--- src/rtl/fp_addsub_pipe.sv ---
// Four-stage pipelined floating-point add/subtract with valid/ready flow control,
// round-to-nearest-even and invalid/overflow/inexact flags. Generic in exponent/fraction width.
module fp_addsub_pipe #(
  parameter int E_WIDTH = 8,
  parameter int M_WIDTH = 23
) (
  input  logic                       clk,
  input  logic                       rst,
  input  logic                       in_valid,
  output logic                       in_ready,
  input  logic                       op_sub,
  input  logic [E_WIDTH+M_WIDTH:0]   A,
  input  logic [E_WIDTH+M_WIDTH:0]   B,
  output logic                       out_valid,
  input  logic                       out_ready,
  output logic [E_WIDTH+M_WIDTH:0]   res,
  output logic                       flag_invalid,
  output logic                       flag_overflow,
  output logic                       flag_inexact
);

  localparam int W   = E_WIDTH + M_WIDTH + 1;
  localparam int SW  = M_WIDTH + 4;            // hidden bit + fraction + guard/round/sticky
  localparam int LZW = $clog2(SW + 1);
  localparam int EW1 = E_WIDTH + 1;
  localparam logic [E_WIDTH-1:0] EMAX = '1;

  logic en;
  logic out_valid_reg;

  assign en       = out_ready | ~out_valid_reg;
  assign in_ready = en;

  // ---------------- stage 1: unpack, classify, order operands ----------------
  logic               sa, sb, a_zero, b_zero, a_inf, b_inf, a_nan, b_nan, a_ge_b;
  logic [E_WIDTH-1:0] ea, eb;
  logic [M_WIDTH-1:0] fa, fb;
  logic               spec;
  logic [W-1:0]       spec_res;
  logic               spec_inv;

  assign sa     = A[W-1];
  assign ea     = A[W-2:M_WIDTH];
  assign fa     = A[M_WIDTH-1:0];
  assign sb     = B[W-1] ^ op_sub;
  assign eb     = B[W-2:M_WIDTH];
  assign fb     = B[M_WIDTH-1:0];
  assign a_zero = (ea == '0);
  assign b_zero = (eb == '0);
  assign a_inf  = (ea == EMAX) && (fa == '0);
  assign b_inf  = (eb == EMAX) && (fb == '0);
  assign a_nan  = (ea == EMAX) && (fa != '0);
  assign b_nan  = (eb == EMAX) && (fb != '0);
  assign a_ge_b = {ea, fa} >= {eb, fb};

  // Specials resolve here and ride the pipe; denormals count as zero.
  always_comb begin
    spec     = 1'b1;
    spec_res = '0;
    spec_inv = 1'b0;
    if (a_nan || b_nan || (a_inf && b_inf && (sa != sb))) begin
      spec_res = {1'b0, EMAX, 1'b1, {(M_WIDTH-1){1'b0}}};
      spec_inv = 1'b1;
    end else if (a_inf)             spec_res = {sa, ea, fa};
    else if (b_inf)                 spec_res = {sb, eb, fb};
    else if (a_zero && b_zero)      spec_res = {sa & sb, {(W-1){1'b0}}};
    else if (a_zero)                spec_res = {sb, eb, fb};
    else if (b_zero)                spec_res = {sa, ea, fa};
    else                            spec     = 1'b0;
  end

  logic               s1_valid, s1_spec, s1_inv, s1_sx, s1_sub;
  logic [W-1:0]       s1_sres;
  logic [E_WIDTH-1:0] s1_ex, s1_diff;
  logic [M_WIDTH:0]   s1_mx, s1_my;

  always_ff @(posedge clk or negedge rst) begin
    if (!rst) begin
      s1_valid <= 1'b0; s1_spec <= 1'b0; s1_inv <= 1'b0; s1_sres <= '0;
      s1_sx <= 1'b0; s1_sub <= 1'b0; s1_ex <= '0; s1_diff <= '0; s1_mx <= '0; s1_my <= '0;
    end else if (en) begin
      s1_valid <= in_valid;
      s1_spec  <= spec;
      s1_inv   <= spec_inv;
      s1_sres  <= spec_res;
      s1_sx    <= a_ge_b ? sa : sb;
      s1_sub   <= sa ^ sb;
      s1_ex    <= a_ge_b ? ea : eb;
      s1_diff  <= a_ge_b ? (ea - eb) : (eb - ea);
      s1_mx    <= a_ge_b ? {1'b1, fa} : {1'b1, fb};
      s1_my    <= a_ge_b ? {1'b1, fb} : {1'b1, fa};
    end
  end

  // ---------------- stage 2: align smaller operand ----------------
  logic [2*SW-1:0] wide;
  logic [SW-1:0]   y_al;

  always_comb begin
    wide = {s1_my, 3'b000, {SW{1'b0}}} >> s1_diff;
    if (32'(s1_diff) >= SW - 1) y_al = {{(SW-1){1'b0}}, 1'b1};
    else                        y_al = {wide[2*SW-1:SW+1], wide[SW] | (|wide[SW-1:0])};
  end

  logic               s2_valid, s2_spec, s2_inv, s2_sx, s2_sub;
  logic [W-1:0]       s2_sres;
  logic [E_WIDTH-1:0] s2_ex;
  logic [SW-1:0]      s2_mx, s2_my;

  always_ff @(posedge clk or negedge rst) begin
    if (!rst) begin
      s2_valid <= 1'b0; s2_spec <= 1'b0; s2_inv <= 1'b0; s2_sres <= '0;
      s2_sx <= 1'b0; s2_sub <= 1'b0; s2_ex <= '0; s2_mx <= '0; s2_my <= '0;
    end else if (en) begin
      s2_valid <= s1_valid;
      s2_spec  <= s1_spec;
      s2_inv   <= s1_inv;
      s2_sres  <= s1_sres;
      s2_sx    <= s1_sx;
      s2_sub   <= s1_sub;
      s2_ex    <= s1_ex;
      s2_mx    <= {s1_mx, 3'b000};
      s2_my    <= y_al;
    end
  end

  // ---------------- stage 3: add/subtract and normalize ----------------
  logic [SW:0]    sum;
  logic [LZW-1:0] lz;
  logic [SW-1:0]  n_mant;
  logic [EW1-1:0] n_exp;
  logic           n_sign, n_zero, n_zinex;

  assign sum = s2_sub ? ({1'b0, s2_mx} - {1'b0, s2_my}) : ({1'b0, s2_mx} + {1'b0, s2_my});

  always_comb begin
    lz = LZW'(SW);
    for (int i = 0; i < SW; i++)
      if (sum[i]) lz = LZW'(SW - 1 - i);
  end

  always_comb begin
    n_mant  = sum[SW-1:0];
    n_exp   = {1'b0, s2_ex};
    n_sign  = s2_sx;
    n_zero  = 1'b0;
    n_zinex = 1'b0;
    if (sum[SW]) begin
      n_mant = {sum[SW:2], sum[1] | sum[0]};
      n_exp  = {1'b0, s2_ex} + EW1'(1);
    end else if (sum == '0) begin
      n_zero = 1'b1;
      n_sign = 1'b0;
    end else if (32'(s2_ex) <= 32'(lz)) begin
      // Result would be subnormal: flush to signed zero.
      n_zero  = 1'b1;
      n_zinex = 1'b1;
    end else begin
      n_mant = sum[SW-1:0] << lz;
      n_exp  = {1'b0, s2_ex} - EW1'(lz);
    end
  end

  logic           s3_valid, s3_spec, s3_inv, s3_sign, s3_zero, s3_zinex;
  logic [W-1:0]   s3_sres;
  logic [EW1-1:0] s3_exp;
  logic [SW-1:0]  s3_mant;

  always_ff @(posedge clk or negedge rst) begin
    if (!rst) begin
      s3_valid <= 1'b0; s3_spec <= 1'b0; s3_inv <= 1'b0; s3_sres <= '0; s3_sign <= 1'b0;
      s3_zero <= 1'b0; s3_zinex <= 1'b0; s3_exp <= '0; s3_mant <= '0;
    end else if (en) begin
      s3_valid <= s2_valid;
      s3_spec  <= s2_spec;
      s3_inv   <= s2_inv;
      s3_sres  <= s2_sres;
      s3_sign  <= n_sign;
      s3_zero  <= n_zero;
      s3_zinex <= n_zinex;
      s3_exp   <= n_exp;
      s3_mant  <= n_mant;
    end
  end

  // ---------------- stage 4: round to nearest even and pack ----------------
  logic                 g_bit, r_bit, s_bit, inc;
  logic [M_WIDTH+1:0]   rnd;
  logic [EW1-1:0]       r_exp;
  logic [M_WIDTH-1:0]   r_frac;
  logic [W-1:0]         p_res;
  logic                 p_inv, p_ovf, p_inx;

  assign g_bit  = s3_mant[2];
  assign r_bit  = s3_mant[1];
  assign s_bit  = s3_mant[0];
  assign inc    = g_bit & (r_bit | s_bit | s3_mant[3]);
  assign rnd    = {1'b0, s3_mant[SW-1:3]} + {{(M_WIDTH+1){1'b0}}, inc};
  assign r_exp  = s3_exp + {{E_WIDTH{1'b0}}, rnd[M_WIDTH+1]};
  assign r_frac = rnd[M_WIDTH+1] ? rnd[M_WIDTH:1] : rnd[M_WIDTH-1:0];

  always_comb begin
    p_res = {s3_sign, r_exp[E_WIDTH-1:0], r_frac};
    p_inv = 1'b0;
    p_ovf = 1'b0;
    p_inx = g_bit | r_bit | s_bit;
    if (s3_spec) begin
      p_res = s3_sres;
      p_inv = s3_inv;
      p_inx = 1'b0;
    end else if (s3_zero) begin
      p_res = {s3_sign, {(W-1){1'b0}}};
      p_inx = s3_zinex;
    end else if (r_exp >= {1'b0, EMAX}) begin
      p_res = {s3_sign, EMAX, {M_WIDTH{1'b0}}};
      p_ovf = 1'b1;
      p_inx = 1'b1;
    end
  end

  logic [W-1:0] res_reg;
  logic         inv_reg, ovf_reg, inx_reg;

  always_ff @(posedge clk or negedge rst) begin
    if (!rst) begin
      out_valid_reg <= 1'b0; res_reg <= '0; inv_reg <= 1'b0; ovf_reg <= 1'b0; inx_reg <= 1'b0;
    end else if (en) begin
      out_valid_reg <= s3_valid;
      res_reg       <= p_res;
      inv_reg       <= p_inv;
      ovf_reg       <= p_ovf;
      inx_reg       <= p_inx;
    end
  end

  assign out_valid     = out_valid_reg;
  assign res           = res_reg;
  assign flag_invalid  = inv_reg;
  assign flag_overflow = ovf_reg;
  assign flag_inexact  = inx_reg;

endmodule

--- config.mk ---
export PLATFORM = sky130hd
export DESIGN_NAME = fp_addsub_pipe
export DESIGN_NICKNAME = d
export VERILOG_FILES = /design/src/rtl/fp_addsub_pipe.sv
export SDC_FILE = /design/constraint.sdc
export NUM_CORES = 1
export LEC_CHECK = 0
export BUFFER_PORTS_ARGS = -buffer_cell sky130_fd_sc_hd__clkbuf_2
export CAP_MARGIN = 20
export CORE_ASPECT_RATIO = 0.7
export CORE_MARGIN = 10
export CORE_UTILIZATION = 35
export DETAILED_ROUTE_END_ITERATION = 7
export PLACE_DENSITY = 0.47
export SYNTH_ARGS = -nofsm -noshare
export SYNTH_HDL_FRONTEND = slang
export SYNTH_SLANG_ARGS = --single-unit
--- constraint.sdc ---
create_clock -name clk -period 14.9 [get_ports clk]
set_input_delay 0.745 -clock clk [delete_from_list [all_inputs] [get_ports clk]]
set_output_delay 0.745 -clock clk [all_outputs]
set_load 0.03 [all_outputs]
==> summary.txt <==
Global route
  • Initial antenna violation count: 7
  • Pin count of the biggest net entering global routing: 180
  • Global route overflow: 0
  • First-pass GRT wire length: around 130000 µm
  • Vias in the first global route: 19.7k
  • Gr usage total: 22.9%

Detailed routing
  • Vias: 20.5k
  • Routed wire per std cell: 24.2 µm
  • DRC violations left: 0
  • Vias per cell: 5.80
  • Router iterations before antenna repair: 6
  • First DRT Iteration DRCs: 2104
  • Post-route ant nets: 0
  • Detailed-route wire length: 85200 µm

Critical path
  • CP Data Arrival Time: 8.97 ns
  • Worst Path Class, Setup: reg -> reg
  • CP Capture Type: register
  • Maximum fanout along the worst path: 25
  • CP required: approximately 15 ns
  • Startpoint type of the worst setup path: register
  • Worst Reg-to-Reg Cells: 23

Synthesis
  • Area contributors post-synth: dfrtp_1, nand2_1, ha_1
  • Avg Inst Size Synth: roughly 8.1 µm²
  • Synthesized net count: 2840
  • Ys async rst share: 100%
  • Synth cell types: 104
  • FF+latch count, synth: 306
  • Warnings, synthesis: 0
  • Sequential fraction of the synthesis area: between 30% and 40%
  • Most common cell in the netlist: nand2_1
  • Synth top area share: 35.4%
  • Post-synth EDFFs: 0
  • Synth area leader: dfrtp_1
  • Post-synth top flop: dfrtp_1
  • Synth Instances: 2669
  • Post-synth top cells: nand2_1, dfrtp_1, nor2_1, o21ai_0, a21oi_1
  • Mapped cell area: 0.0216 mm²

Clock tree
  • Postcts setup bufs: 0
  • TritonCTS clock tree: built
  • Worst-path clk slew: ~0.06 ns
  • CTS Root Cell: clkbuf_16
  • CTS hold repair buffers: 0
  • Cts bufs inserted: 36
  • Clock Sinks: 306
  • Max clock buf depth: 3
  • Insertion delay to the later sink of the worst-skew pair: 0.56 ns
  • Resized cells post-CTS: 0
  • # H-tree levels: 2

Place
  • Final HPWL DP: between 60000 and 70000 µm
  • Placed Cells: 3458
  • Gpl congestion: 0.924
  • Input/output buffers: around 110

Floorplan
  • CORE AREA: about 0.061 mm²
  • Die X: 317 µm
  • Std-Cell Rows: 76
  • Initial core utilization: about a third
  • Die Height: 228 µm
  • Die ar.: 0.0723 mm²
  • Ports: 106

Finish
  • Final std cells w/o fill: 3524
  • Fin nets: 2850
  • N_diodes: 0
  • Layout cells sized above 1: 10.4%
  • Area growth, synth to finish: 11.4%

Timing
  • Final hold violation count: 0
  • Final number of max-transition violations: 0
  • Final setup viols: 0
  • Slew of the pin with the lowest slew margin: 1.12 ns
  • Clk_skew: 0.0215 ns
  • Final min period: 8.52 ns
  • Fin crit share: between 50% and 60%
  • Max_slew headroom: 25.1%
  • Maximum clock rate: 117 MHz
  • Final setup TNS: 0 ns
  • RSZ-0062 raised after global routing: false

Pwr
  • Worst vdd ir: 0.000129 V
  • Cell Pwr Density: 264 mW/mm²
  • P_leak: ~11 nW
  • Total power: 6.36 mW

Job
  • # Max-Cap Violations: 0

Run status
  • Outcome: finished clean

Worst hold path
  • Worst Hold Class: in -> async
final cells by class:
type	count	area (µm²)
Tap cell	819	1020
Sequential cell	306	7660
Clock inverter	14	199
Inverter	114	433
Timing Repair Buffer	147	903
Clock buffer	50	1040
Fill cell	6395	37200
Multi-Input combinational cell	2074	12800
through the flow:
stage / utilization (%) / hold slack [ns] / cell area [µm²] / setup WS, ns
global route: 39.3 / 0.159 / 24100 / 5.98
CTS: 39.2 / 0.129 / 24000 / 6.58
global placement: 37.2 / 0.442 / 22800 / 6.64
floorplan: - / 0.430 / 21600 / 8.53
finish: 39.3 / 0.131 / 24100 / 6.38
detailed placement: 37.2 / 0.447 / 22800 / 6.63
kinds of logic after synthesis:
logic type / count (synthesis) / share of synthesized area (%)
fa+ha+maj: 102 / 6.04
compound gates: 753 / 22.6
simple gates: 1042 / 21.7
flops: 306 / 35.4
xor+xnor: 65 / 2.67
mux: 112 / 6.31
buf+inv: 289 / 5.37
where the power goes:
group / switching (mW) / internal [mW] / total, mW / leakage, nW
combinational: 2.75 / 1.30 / 4.05 / 6.31
sequential: 0.282 / 1.10 / 1.38 / 3.90
clock: 0.386 / 0.548 / 0.934 / 0.602
layer usage:
| metal | vias to the layer above | global-route usage (%) | routed length (µm) |
|---|---|---|---|
| met5 | - | 0 | 48 |
| met4 | 8 | 5.24 | 1850 |
| met3 | 114 | 4.72 | 6430 |
| met2 | 662 | 31.1 | 33800 |
| met1 | 10100 | 35.8 | 43000 |
| li1 | 9550 | - | - |
worst max-delay path: stages (launching register included):
cell and delay (ns):
dfrtp_1 0.53, inv_1 0.26, ha_1 0.28, nand3b_1 0.18, a221oi_2 0.35, a31oi_1 0.26
a311oi_1 0.54, and4b_1 0.27, o31a_1 0.26, or2_1 0.39, inv_1 0.15, nand2_1 0.37
nor2_4 0.73, inv_2 0.44, ha_1 0.41, a21o_1 0.18, a21o_1 0.21, a21o_1 0.20
a21o_1 0.21, a2111o_1 0.58, o31a_1 0.41, o311ai_0 0.86, o21ai_0 0.20, o31ai_1 0.12
layout by cell type, fill, tap and decap left out, drive strengths merged, types with 57 or more instances in the layout:
| cell | count |
|---|---|
| mux2i | 79 |
| o21ai | 227 |
| nor2 | 210 |
| inv | 114 |
| nand3 | 57 |
| clkbuf | 154 |
| a21oi | 191 |
| ha | 98 |
| nand2 | 520 |
| dfrtp | 306 |
| nor3 | 57 |
path summary, 6_finish.rpt:
kind	start	end	slack, ns
setup / recovery	s2_my[0]	s3_mant[13]	6.38
hold / removal	rst	s2_mx[23]	0.13
setup reg to reg	s2_my[0]	s3_mant[13]	6.38
hold reg to reg	s3_valid	s3_valid	0.45
max in group asynchronous	rst	s1_sres[21]	12.67
min in group clk	in_valid	s1_valid	0.38
Note: power is estimated with default switching activity, not from simulation.
